<file path="src/rtl/kbd_tx_if.sv">
// Register-slot bus between a CPU-side master and the PS/2 transmitter.
// The master drives the access strobes and write data; the slave returns read data, wait and irq.
interface kbd_tx_if;
   logic       en;
   logic       wr;
   logic       addr2;
   logic [7:0] data_in;
   logic [7:0] data_out;
   logic       wt;
   logic       irq;

   modport master (output en, output wr, output addr2, output data_in,
                   input data_out, input wt, input irq);
   modport slave  (input en, input wr, input addr2, input data_in,
                   output data_out, output wt, output irq);
endinterface

</file>
<file path="src/rtl/kbd_tx.sv">
// PS/2 host-to-device transmitter: inhibits the clock, requests to send, then shifts one byte
// with odd parity on the device's clock and checks for the device's ACK.
module kbd_tx #(
   parameter int INHIBIT_CYCLES = 5000,
   parameter int TIMEOUT_CYCLES = 750000
) (
   input  logic      clk,
   input  logic      reset,
   input  logic      ps2_clk,
   input  logic      ps2_data,
   output logic      ps2_clk_oe,
   output logic      ps2_data_oe,
   output logic      tx_busy,
   kbd_tx_if.slave   bus
);

   localparam int IW = $clog2(INHIBIT_CYCLES);
   localparam int TW = $clog2(TIMEOUT_CYCLES);
   localparam logic [IW-1:0] INH_LAST    = IW'(INHIBIT_CYCLES - 1);
   localparam logic [IW-1:0] INH_PRELAST = IW'(INHIBIT_CYCLES - 2);
   localparam logic [TW-1:0] TO_LAST     = TW'(TIMEOUT_CYCLES - 1);

   typedef enum logic [2:0] {
      S_IDLE, S_INHIBIT, S_START, S_BITS, S_ACK, S_WAITIDLE
   } state_t;

   state_t        r_state;
   logic [1:0]    r_clkSync;
   logic [1:0]    r_dataSync;
   logic          r_clkPrev;
   logic [IW-1:0] r_inhCnt;
   logic [TW-1:0] r_timeout;
   logic [3:0]    r_bitCnt;
   logic [7:0]    r_data;
   logic          r_rdy;
   logic          r_err;
   logic          r_ien;
   logic          r_clkOe;
   logic          r_dataOe;

   logic w_fall;
   logic w_timeout;
   logic w_busy;
   logic w_ctrlWr;
   logic w_dataWr;

   assign w_fall    = r_clkPrev & ~r_clkSync[1];
   assign w_timeout = (r_timeout == TO_LAST);
   assign w_busy    = (r_state != S_IDLE);
   assign w_ctrlWr  = bus.en & bus.wr & ~bus.addr2;
   assign w_dataWr  = bus.en & bus.wr & bus.addr2;

   // Synchronisers, register file and the transmit FSM share one clocked block so that the
   // hardware's own setting of err/rdy (assigned later) wins over a coincident ctrl write.
   always_ff @(posedge clk) begin
      if (reset) begin
         r_state    <= S_IDLE;
         r_clkSync  <= 2'b11;
         r_dataSync <= 2'b11;
         r_clkPrev  <= 1'b1;
         r_inhCnt   <= '0;
         r_timeout  <= '0;
         r_bitCnt   <= '0;
         r_data     <= 8'h00;
         r_rdy      <= 1'b1;
         r_err      <= 1'b0;
         r_ien      <= 1'b0;
         r_clkOe    <= 1'b0;
         r_dataOe   <= 1'b0;
      end else begin
         r_clkSync  <= {r_clkSync[0], ps2_clk};
         r_dataSync <= {r_dataSync[0], ps2_data};
         r_clkPrev  <= r_clkSync[1];

         if (w_ctrlWr) begin
            r_ien <= bus.data_in[1];
            r_err <= bus.data_in[2];
         end

         if (r_state != S_IDLE && r_state != S_INHIBIT) begin
            r_timeout <= r_timeout + 1'b1;
         end

         unique case (r_state)
            S_IDLE: begin
               if (w_dataWr) begin
                  r_data   <= bus.data_in;
                  r_rdy    <= 1'b0;
                  r_err    <= 1'b0;
                  r_clkOe  <= 1'b1;
                  r_dataOe <= 1'b0;
                  r_inhCnt <= '0;
                  r_state  <= S_INHIBIT;
               end
            end
            S_INHIBIT: begin
               r_inhCnt <= r_inhCnt + 1'b1;
               if (r_inhCnt == INH_PRELAST) begin
                  r_dataOe <= 1'b1;
               end
               if (r_inhCnt == INH_LAST) begin
                  r_clkOe   <= 1'b0;
                  r_timeout <= '0;
                  r_bitCnt  <= '0;
                  r_state   <= S_START;
               end
            end
            default: begin
               // Timeout is checked first so it beats a falling edge in the same cycle.
               if (w_timeout) begin
                  r_err    <= 1'b1;
                  r_rdy    <= 1'b1;
                  r_clkOe  <= 1'b0;
                  r_dataOe <= 1'b0;
                  r_state  <= S_IDLE;
               end else if (r_state == S_WAITIDLE) begin
                  if (r_clkSync[1] && r_dataSync[1]) begin
                     r_rdy   <= 1'b1;
                     r_state <= S_IDLE;
                  end
               end else if (w_fall) begin
                  r_bitCnt <= r_bitCnt + 1'b1;
                  if (r_state == S_START) begin
                     r_dataOe <= ~r_data[0];
                     r_state  <= S_BITS;
                  end else if (r_state == S_BITS) begin
                     if (r_bitCnt < 4'd8) begin
                        r_dataOe <= ~r_data[r_bitCnt[2:0]];
                     end else if (r_bitCnt == 4'd8) begin
                        r_dataOe <= ^r_data;
                     end else begin
                        r_dataOe <= 1'b0;
                        r_state  <= S_ACK;
                     end
                  end else begin
                     if (r_dataSync[1]) begin
                        r_err <= 1'b1;
                     end
                     r_state <= S_WAITIDLE;
                  end
               end
            end
         endcase
      end
   end

   assign ps2_clk_oe   = r_clkOe;
   assign ps2_data_oe  = r_dataOe;
   assign tx_busy      = w_busy;
   assign bus.data_out = bus.addr2 ? r_data : {4'b0000, w_busy, r_err, r_ien, r_rdy};
   assign bus.wt       = 1'b0;
   assign bus.irq      = r_ien & r_rdy;

endmodule

</file>
<file path="src/flat_wrapper.sv">
// flat-port wrapper written by rule: the top's interface ports become plain ports
module kbd_tx_flat 
#(
   parameter int INHIBIT_CYCLES = 5000,
   parameter int TIMEOUT_CYCLES = 750000
)
  (clk, reset, ps2_clk, ps2_data, ps2_clk_oe, ps2_data_oe, tx_busy, bus_en, bus_wr, bus_addr2, bus_data_in, bus_data_out, bus_wt, bus_irq);
  kbd_tx_if bus_i ();
  input  logic clk;
  input  logic reset;
  input  logic ps2_clk;
  input  logic ps2_data;
  output logic ps2_clk_oe;
  output logic ps2_data_oe;
  output logic tx_busy;
  input wire logic [$bits(bus_i.en)-1:0] bus_en;
  input wire logic [$bits(bus_i.wr)-1:0] bus_wr;
  input wire logic [$bits(bus_i.addr2)-1:0] bus_addr2;
  input wire logic [$bits(bus_i.data_in)-1:0] bus_data_in;
  output wire logic [$bits(bus_i.data_out)-1:0] bus_data_out;
  output wire logic [$bits(bus_i.wt)-1:0] bus_wt;
  output wire logic [$bits(bus_i.irq)-1:0] bus_irq;
  assign bus_i.en = bus_en;
  assign bus_i.wr = bus_wr;
  assign bus_i.addr2 = bus_addr2;
  assign bus_i.data_in = bus_data_in;
  assign bus_data_out = bus_i.data_out;
  assign bus_wt = bus_i.wt;
  assign bus_irq = bus_i.irq;
  kbd_tx #(.INHIBIT_CYCLES(INHIBIT_CYCLES), .TIMEOUT_CYCLES(TIMEOUT_CYCLES)) u_core (.clk(clk), .reset(reset), .ps2_clk(ps2_clk), .ps2_data(ps2_data), .ps2_clk_oe(ps2_clk_oe), .ps2_data_oe(ps2_data_oe), .tx_busy(tx_busy), .bus(bus_i));
endmodule
</file>
<file path="config.mk">
export PLATFORM = sky130hd
export DESIGN_NAME = kbd_tx_flat
export DESIGN_NICKNAME = d
export VERILOG_FILES = /design/src/rtl/kbd_tx_if.sv /design/src/rtl/kbd_tx.sv /design/src/flat_wrapper.sv
export SDC_FILE = /design/constraint.sdc
export NUM_CORES = 1
export LEC_CHECK = 0
export ABC_AREA = 1
export CAP_MARGIN = 20
export CELL_PAD_IN_SITES_DETAIL_PLACEMENT = 1
export CELL_PAD_IN_SITES_GLOBAL_PLACEMENT = 2
export CORE_UTILIZATION = 30
export CTS_BUF_LIST = sky130_fd_sc_hd__clkbuf_4 sky130_fd_sc_hd__clkbuf_8
export DETAILED_ROUTE_END_ITERATION = 8
export MAX_ROUTING_LAYER = met4
export PLACE_DENSITY_LB_ADDON = 0.1
export SLEW_MARGIN = 15
export SYNTH_ARGS = -nofsm -noshare
export SYNTH_HDL_FRONTEND = slang
export SYNTH_SLANG_ARGS = --single-unit
</file>
<file path="constraint.sdc">
create_clock -name clk -period 1.76 [get_ports clk]
set_input_delay 0.352 -clock clk [delete_from_list [all_inputs] [get_ports clk]]
set_output_delay 0.352 -clock clk [all_outputs]
set_load 0.02 [all_outputs]
</file>
==> results.md, run 1 <==
- The flow ran to the end, and the final reports show no timing, DRC or antenna violations.
- The worst stage delay on the critical path is 0.38 ns.
- Derived from the worst setup path, the maximum achievable clock frequency is about 600 MHz.
- In the routed layout, each cell is associated on average with a via count of 4.662.
- The data required time at the worst endpoint is about 2 ns.
- The number of buffers created by CTS is 9.
- Including well taps, the total number of placed cells is 670.
- The die area is ~11,000 sq um.
- The count of yosys warnings during synthesis is 0.
- The critical-path cell with the highest stage delay is dfxtp_1.
- Clock-pin slew was measured on the worst setup and hold paths at 0.07 ns.
- The worst hold-check slack is 0.4098 ns.
- Setup repair after global routing could not meet its margin everywhere.
- The worst setup path is of the flop to flop kind.
- In this run, synthesis inferred 0 flip-flops with an integrated enable.
- CTS placed an instance of clkbuf_8 at the clock tree root.
- The clock period could shrink to ~1.6 ns.
- Synthesis handed over a netlist of roughly 470 instances.
- The wire length after detailed routing is ~9600 microns.
- The most frequent cell on the critical path is nand2_1.
- Of all flip-flops after synthesis, the portion carrying an async set or reset was 0.
- The number of hold buffers added after CTS was 0.
- The floorplan step set the die height to approximately 110 microns.
- The number of global-route vias before repair was 3,295.
- The analysis attributes to cell leakage a power of roughly 1.8 nW.
- The number of antenna violations at the first check in global routing came to 0.
- The worst reg-to-reg path cell count is 10.
- The library cell used most frequently in the layout, excluding fill and tap cells, is nand2_1.
- The pin count of the biggest net entering global routing is 17.
- The start point of the critical path is u_core.r_timeout[0].
- The starting utilization of the core area is 0.3121.
- The hold violation count in the final report is 0.
- The routed via count is about 3.2k.
- Of the total power, combinational logic draws 0.393.
- In this run the cell area of the synthesized design comes to 3237 sq um.
- The path class of the tightest hold or removal check is flop to flop.
- The count of pins over their slew limit is 0.
- The initialized floorplan defines 37 standard-cell rows.
- The overflow left after global routing is 0.
- The repair_antennas step left the layout with diodes totalling 0.
- The post-synthesis sequential area ratio is 0.3587.
- The internal power summed over all cells is slightly below 3 mW.
- The worst setup path is captured at a flop.
- The clock passes through at most 2 buffers.
- The mean area per synthesized cell is between 6 and 7 sq um.
- The later pin in the worst-skew pair is clocked with a latency of between 0.3 and 0.4 ns.
- The areal power density over the cells is 1070 nW/um^2.
- The sink count of the clock tree is a little under 60.
- During placement, the flow inserted port buffers numbering 26.
- The data arrival at the endpoint of the critical path is between 1.5 and 2 ns.
- Across every metal layer, demand over resource in global routing totals 0.1904.
- The placed cell area is roughly 4000 sq um.
- The average routed wire per standard cell is roughly 14 microns.
- Synthesis inferred 58 register bits.
- Among all flip-flop cells after synthesis, the most frequent one is dfxtp_1.
- The first-pass GRT wire length is 16,110 microns.
- Across all register-to-register paths, the minimum setup slack is roughly 0.11 ns.
- Clock skew on the completed layout was measured at slightly above 0.01 ns.
- The number of nets produced by synthesis is between 400 and 500.
- The HPWL after detailed placement is between 7000 and 8000 microns.
- The count of TritonRoute iterations in the first routing pass is 4.
- Setup violations remaining at the end of the flow were counted as 0.
- The worst register-to-register path ends at u_core.r_state[2].
- Of the available clock period, the critical path in the final layout requires 0.9369.
- The clock network power share is 0.275.
- In this run the remaining antenna-violating nets after routing total 0.
- The top cell types in the final layout, fill and taps aside, are nand2_1 (101), nor2_1 (57), inv_1 (52).
- The type of origin of the critical path is a flop.
- The unique cell type count in the Yosys netlist is 40.
- The net load switching power is about 1.7 mW.
- The relative area change from synthesis to final layout is 31.62%.
- The reg-to-reg startpoint is u_core.r_timeout[0].
- The switching share of power is 0.3663.
- The reported max-cap violation count is 0.
- Following the worst setup path forward leads to its endpoint at u_core.r_state[2].
- Routability-driven placement finished with a final weighted congestion of 0.8054.
- The fraction of power consumed by sequential logic is 0.333.
- The final standard cell count with taps included and fillers excluded is 689.
- In this run the count of I/O pins placed on the die edge is 28.
- The finished cells cover roughly 4300 sq um.
- The cell depth of the worst min-delay path is 1.
- The H-tree depth is 3.
- In this run the worst path has a maximum fanout of 6.
- TritonCTS built the clock tree.
- Walking the worst path, the cells encountered are ha_4 -> buf_4 -> inv_1 -> nor3_1 -> nand3_1 -> nand2_2 -> nand4_4 -> nand2_1 -> nand2_1 -> nor2_1.
- The horizontal die dimension is 105.9 microns.
- The worst-case IR drop observed on VDD is roughly 0.4 mV.
- The area of the placeable core is about 10,000 sq um.
- The violation count after the first detailed-route iteration is approximately 120.
- The net count reported at finish is 569.
- The number of remaining DRC errors is 0.
- The ratio of cells with drive above 1 in the final layout is 0.2387.
==> registers in the layout (all words and copies together) (netlist names) <==
| name | flops |
|---|---|
| u_core.r_clkPrev | 1 |
| u_core.r_ien | 1 |
| u_core.r_bitCnt | 4 |
| u_core.r_data | 8 |
| u_core.r_dataSync | 2 |
| u_core.r_clkSync | 2 |
| u_core.r_rdy | 1 |
| u_core.ps2_data_oe | 1 |
| u_core.r_timeout | 20 |
| u_core.r_err | 1 |
| u_core.ps2_clk_oe | 1 |
| u_core.r_inhCnt | 13 |
| u_core.r_state | 3 |
==> critical path, delay by kind of cell (launching register included) <==
| kind | cells | cell delay [ns] |
|---|---|---|
| flops | 1 | 0.38 |
| fa+ha+maj | 1 | 0.17 |
| buf+inv | 2 | 0.14 |
| simple gates | 7 | 0.89 |
==> cell usage after synthesis, drive strengths merged, types with 2 or more instances <==
library cell,instances,area share
a21oi,31,0.051
ha,4,0.015
nor2,72,0.095
nand4,9,0.019
xor2,16,0.043
clkbuf,4,0.0077
inv,59,0.068
dfxtp,58,0.36
or2,9,0.017
nor3b,5,0.013
nand2,109,0.14
o21ai,28,0.043
buf,4,0.0070
nand3,33,0.056
nor3,16,0.033
xnor2,5,0.014
nor4,2,0.0039
==> metal layers <==
layer,GRT usage,share of wire,wire length [microns],up-vias
met3,0.02968,0.023,222,12
met4,0.07242,0.013,120,0
met5,-,0,0,-
li1,-,-,-,1672
met2,0.3021,0.47,4476,25
met1,0.2434,0.50,4757,1503
==> metrics by stage <==
stage	worst slack [ns]	util	total power, mW	TNS [ns]
floorplan	0.1992	-	2.487	0
global placement	-0.3206	0.3821	3.167	-5.818
detailed placement	-0.3367	0.3821	3.206	-6.613
CTS	-0.02926	0.4048	4.504	-0.02926
global route	-0.02552	0.4108	4.886	-0.02552
finish	0.1111	0.4108	4.557	0
==> worst min-delay path by stage <==
stage	start	endpoint	slack [ns]
finish	u_core.r_dataSync[0]	u_core.r_dataSync[1]	0.41
global route	u_core.r_dataSync[0]	u_core.r_dataSync[1]	0.43
CTS	u_core.r_dataSync[0]	u_core.r_dataSync[1]	0.41
detailed placement	u_core.r_dataSync[0]	u_core.r_dataSync[1]	0.39
global placement	u_core.r_dataSync[0]	u_core.r_dataSync[1]	0.40
floorplan	u_core.r_clkSync[0]	u_core.r_clkSync[1]	0.39
==> what timing repair did <==
item	in CTS	in global routing
pin swaps	2	9
gates cloned	1	0
setup buffers	2	2
gates resized for setup	28	40
setup endpoints to repair	14	23
==> final cells by class <==
| class | instances | area [sq um] |
|---|---|---|
| Fill cell | 1341 | 6110 |
| Multi-Input combinational cell | 347 | 1912 |
| Sequential cell | 58 | 1170 |
| Timing Repair Buffer | 74 | 586.8 |
| Inverter | 60 | 230.2 |
| Tap cell | 136 | 170.2 |
| Clock buffer | 11 | 151.4 |
| Clock inverter | 3 | 40.04 |
==> cells by family after synthesis <==
kind of cell	Yosys count	share of synthesized area
other	1	0.001159
adder cells (fa/ha/maj)	4	0.01546
flip-flops	58	0.3587
AO/OA/AOI/OAI	64	0.1063
XOR/XNOR	21	0.05682
buffers and inverters	68	0.08581
AND/OR/NAND/NOR	256	0.3757
==> power by group through the flow <==
stage               registers (mW)  clock network [mW]  logic, mW
floorplan                     1.56                   0      0.923
global placement              1.53                   0       1.64
detailed placement            1.53                   0       1.67
CTS                           1.51                1.30       1.70
global route                  1.53                1.35       2.00
finish                        1.52                1.25       1.79
Power figures use the tool's default switching activity.
==> run 2, diff against run 1 <==
--- a/config.mk
+++ b/config.mk
@@ -11,6 +11,7 @@
 export CELL_PAD_IN_SITES_GLOBAL_PLACEMENT = 2
 export CORE_UTILIZATION = 30
 export CTS_BUF_LIST = sky130_fd_sc_hd__clkbuf_4 sky130_fd_sc_hd__clkbuf_8
+export CTS_CLUSTER_SIZE = 16
 export DETAILED_ROUTE_END_ITERATION = 8
 export MAX_ROUTING_LAYER = met4
 export PLACE_DENSITY_LB_ADDON = 0.1
==> results of run 2 <==
Same layout as run 1: the final DEF is identical, and so are final timing and power.
==> run 3, diff against run 2 <==
--- a/config.mk
+++ b/config.mk
@@ -9,12 +9,13 @@
 export CAP_MARGIN = 20
 export CELL_PAD_IN_SITES_DETAIL_PLACEMENT = 1
 export CELL_PAD_IN_SITES_GLOBAL_PLACEMENT = 2
+export CORE_ASPECT_RATIO = 1.25
 export CORE_UTILIZATION = 30
 export CTS_BUF_LIST = sky130_fd_sc_hd__clkbuf_4 sky130_fd_sc_hd__clkbuf_8
 export CTS_CLUSTER_SIZE = 16
 export DETAILED_ROUTE_END_ITERATION = 8
 export MAX_ROUTING_LAYER = met4
-export PLACE_DENSITY_LB_ADDON = 0.1
+export PLACE_DENSITY = 0.7
 export SLEW_MARGIN = 15
 export SYNTH_ARGS = -nofsm -noshare
 export SYNTH_HDL_FRONTEND = slang
==> run 3 against run 2 <==
Effect of this change:
- via count decreased by 0.75%
- sequential share of layout area rose by 0.090 points
- register-to-register slack gained 0.03 ns
- core utilization fell by 1.0 points
- sequential power hardly changed
- worst setup slack got worse by 0.049 ns
- count of clock-buffer cells in the layout rose by 2
- clock power shrank 10%
- first-iteration DRC count shrank 45%
- final cell count fell by 1.0%
- critical endpoint is now bus_data_out[7]
- largest cell class unchanged
- largest power group unchanged
==> results.md, run 3 (synthesis results as in run 1) <==
- The post-layout minimum cycle time is 1.698 ns (was 1.649 ns).
- The horizontal die dimension is 94.91 microns (was 105.9 microns).
- The number of global-route vias before repair is 3,271 (was 3,295).
- The worst setup slack after layout is 0.06164 ns (was 0.1111 ns).
- The HPWL after detailed placement is 7308 microns (was 7385 microns).
- The number of remaining DRC errors is 0 (unchanged).
- The number of fillers in the final layout is 1,354 (was 1,341).
- The number of flip-flops in the largest register is 20 (unchanged).
- The average routed wire per standard cell is 13.50 microns (was 13.90 microns).
- The final RePlAce weighted congestion is 0.7748 (was 0.8054).
- The post-layout instance area came to 4233 sq um (was 4260 sq um).
- The worst-path maximum fanout is 8 (was 6).
- The data required time at the worst endpoint came to 1.41 ns (was 2.03 ns).
- The start point of the critical path is bus_addr2 (was u_core.r_timeout[0]).
- The fraction of power consumed by sequential logic is 0.345 (was 0.333).
- The reg-to-reg startpoint was u_core.r_timeout[5] (was u_core.r_timeout[0]).
- The worst-skew pair later-pin latency is 0.34 ns (about the same).
- The number of port buffers came to 26 (unchanged).
- Leading registers by flop count: u_core.r_timeout x20, u_core.r_inhCnt x13, u_core.r_data x8 (unchanged).
- The clock-pin transition on the worst setup and hold timing paths is 0.07 ns (about the same).
- The net load switching power is 1.660 mW (was 1.669 mW).
- The standard-cell row count is 42 (was 37).
- The first-pass GRT wire length came to 15,390 microns (was 16,110 microns).
- The sink count of the clock tree is 58 (unchanged).
- The clock network power share is 0.253 (was 0.275).
- The number of antenna violations at the first check in global routing is 0 (unchanged).
- The CTS root buffer is clkbuf_8 (unchanged).
- The number of I/O pins is 28 (unchanged).
- The hold violation count in the final report is 0 (unchanged).
- The areal power density over the cells is 1048 nW/um^2 (was 1070 nW/um^2).
- The worst min-delay path class is flop to flop (unchanged).
- The total global-route track usage is 0.1827 (was 0.1904).
- The kind of capture point of the worst setup path is an output pin (was flop).
- The most flop-heavy register is u_core.r_timeout (unchanged).
- The overflow left after global routing was 0 (unchanged).
- The TritonCTS clock tree was done (unchanged).
- The wire length after detailed routing was 9210 microns (was 9576 microns).
- The H-tree depth is 3 (unchanged).
- The count of pins over their slew limit is 0 (unchanged).
- The type of origin of the critical path is an input port (was flop).
- The final number of setup-violating endpoints was 0 (unchanged).
- The logic gate share of total power is 0.402 (was 0.393).
- The die area is 11,210 sq um (about the same).
- Setup repair after global routing missed its margin: no (was yes).
- The starting utilization of the core area was 0.3064 (was 0.3121).
- The commonest non-fill, non-tap cell in the layout is nand2_1 (unchanged).
- The number of buffers between clock root and the deepest sink is 2 (unchanged).
- The start point of the worst min-delay path is u_core.r_dataSync[0] (unchanged).
- The relative area change from synthesis to final layout is 30.77% (was 31.62%).
- The count of TritonRoute iterations in the first routing pass is 4 (unchanged).
- The switching share of power is 0.3740 (was 0.3663).
- The area of the placeable core is 10,560 sq um (was 10,370 sq um).
- The achievable frequency came to 588.8 MHz (was 606.5 MHz).
- The pre-CTS worst setup slack was -0.3519 ns (was -0.3367 ns).
- Outcome: finished, final reports clean (unchanged).
- The net count reported at finish was 564 (was 569).
- The clock skew is 0.008736 ns (was 0.01038 ns).
- The worst hold-check slack is 0.4182 ns (was 0.4098 ns).
- The internal power summed over all cells is 2.778 mW (was 2.888 mW).
- The ratio of cells with drive above 1 in the final layout was 0.2273 (was 0.2387).
- The share of the core filled with cells came to 0.4007 (was 0.4108).
- The pin count of the biggest net entering global routing is 17 (unchanged).
- The kind of critical path is input port to output pin (was flop to flop).
- The final antenna diode count is 0 (unchanged).
- The data arrival at the endpoint of the critical path was 1.35 ns (was 1.92 ns).
- The vertical die dimension is 118.1 microns (was 105.9 microns).
- The worst vdd rail ir drop is 0.4115 mV (was 0.4049 mV).
- The final cycle utilization of the critical path is 0.9650 (was 0.9369).
- The reported max-cap violation count was 0 (unchanged).
- The number of buffers created by CTS is 9 (unchanged).
- The placed cell area is 3910 sq um (was 3963 sq um).
- The number of nets still failing antenna checks after routing is 0 (unchanged).
- The routed via count is 3,188 (was 3,212).
- The ratio of routed vias to standard cells is 4.674 (was 4.662).
- The final total power came to 4.437 mW (was 4.557 mW).
- The violation count after the first detailed-route iteration was 64 (was 116).
- The leakage power is 1.781 nW (was 1.790 nW).
- Highest-count cells in the layout ignoring fill and taps: nand2_1 (102), nor2_1 (59), dfxtp_1 (54) (was nand2_1 (101), nor2_1 (57), inv_1 (52)).
==> run 3: critical path, cell delays in order <==
cell             delay (ns)
clkdlybuf4s50_1        0.48
buf_4                  0.15
nand2_1                0.06
inv_1                  0.05
clkdlybuf4s15_2        0.25
==> run 3: stage by stage <==
stage | cells | setup TNS [ns]
2_1_floorplan | 472 | 0
3_3_place_gp | 658 | -5.028
3_5_place_dp | 658 | -5.827
4_1_cts | 677 | 0
5_1_grt | 682 | 0
6_report | 682 | 0
==> run 3: worst paths after layout <==
| path | end | slack (ns) | cells after the start |
|---|---|---|---|
| setup reg to reg | u_core.r_timeout[17] | 0.14 | 7 |
| setup / recovery | bus_data_out[7] | 0.06 | 5 |
| hold reg to reg | u_core.r_dataSync[1] | 0.42 | 1 |
| hold / removal | u_core.r_dataSync[1] | 0.42 | 1 |
==> run 3: power groups by stage <==
stage	clock [mW]	combinational, mW	sequential [mW]
finish	1.12	1.78	1.53
global route	1.24	1.99	1.55
CTS	1.18	1.70	1.53
detailed placement	0	1.65	1.56
global placement	0	1.62	1.55
floorplan	0	0.923	1.56
==> run 3: metal layers <==
layer  global-route usage  vias up  share of wire
met5                    -        -              0
met4              0.04830        0          0.015
met3              0.03861       13          0.025
met2               0.3201       33           0.52
met1               0.2066     1489           0.44
li1                     -     1653              -
==> run 3: area by class of cell <==
class	count	area, sq um	share of cell area
clock buffer	13	160.2	0.03784
multi-input combinational	346	1901	0.4490
sequential	58	1166	0.2755
clock inverter	3	15.01	0.003547
timing repair buffer	70	595.6	0.1407
tap	132	165.2	0.03902
inverter	60	230.2	0.05439
==> run 3: repair_timing <==
item                       4_1_cts  5_1_grt
setup endpoints to repair       15       22
hold buffers                     0        0
pin swaps                        2        7
buffers inserted                 3        5
gates resized for setup         30       33
hold endpoints to repair         0        0
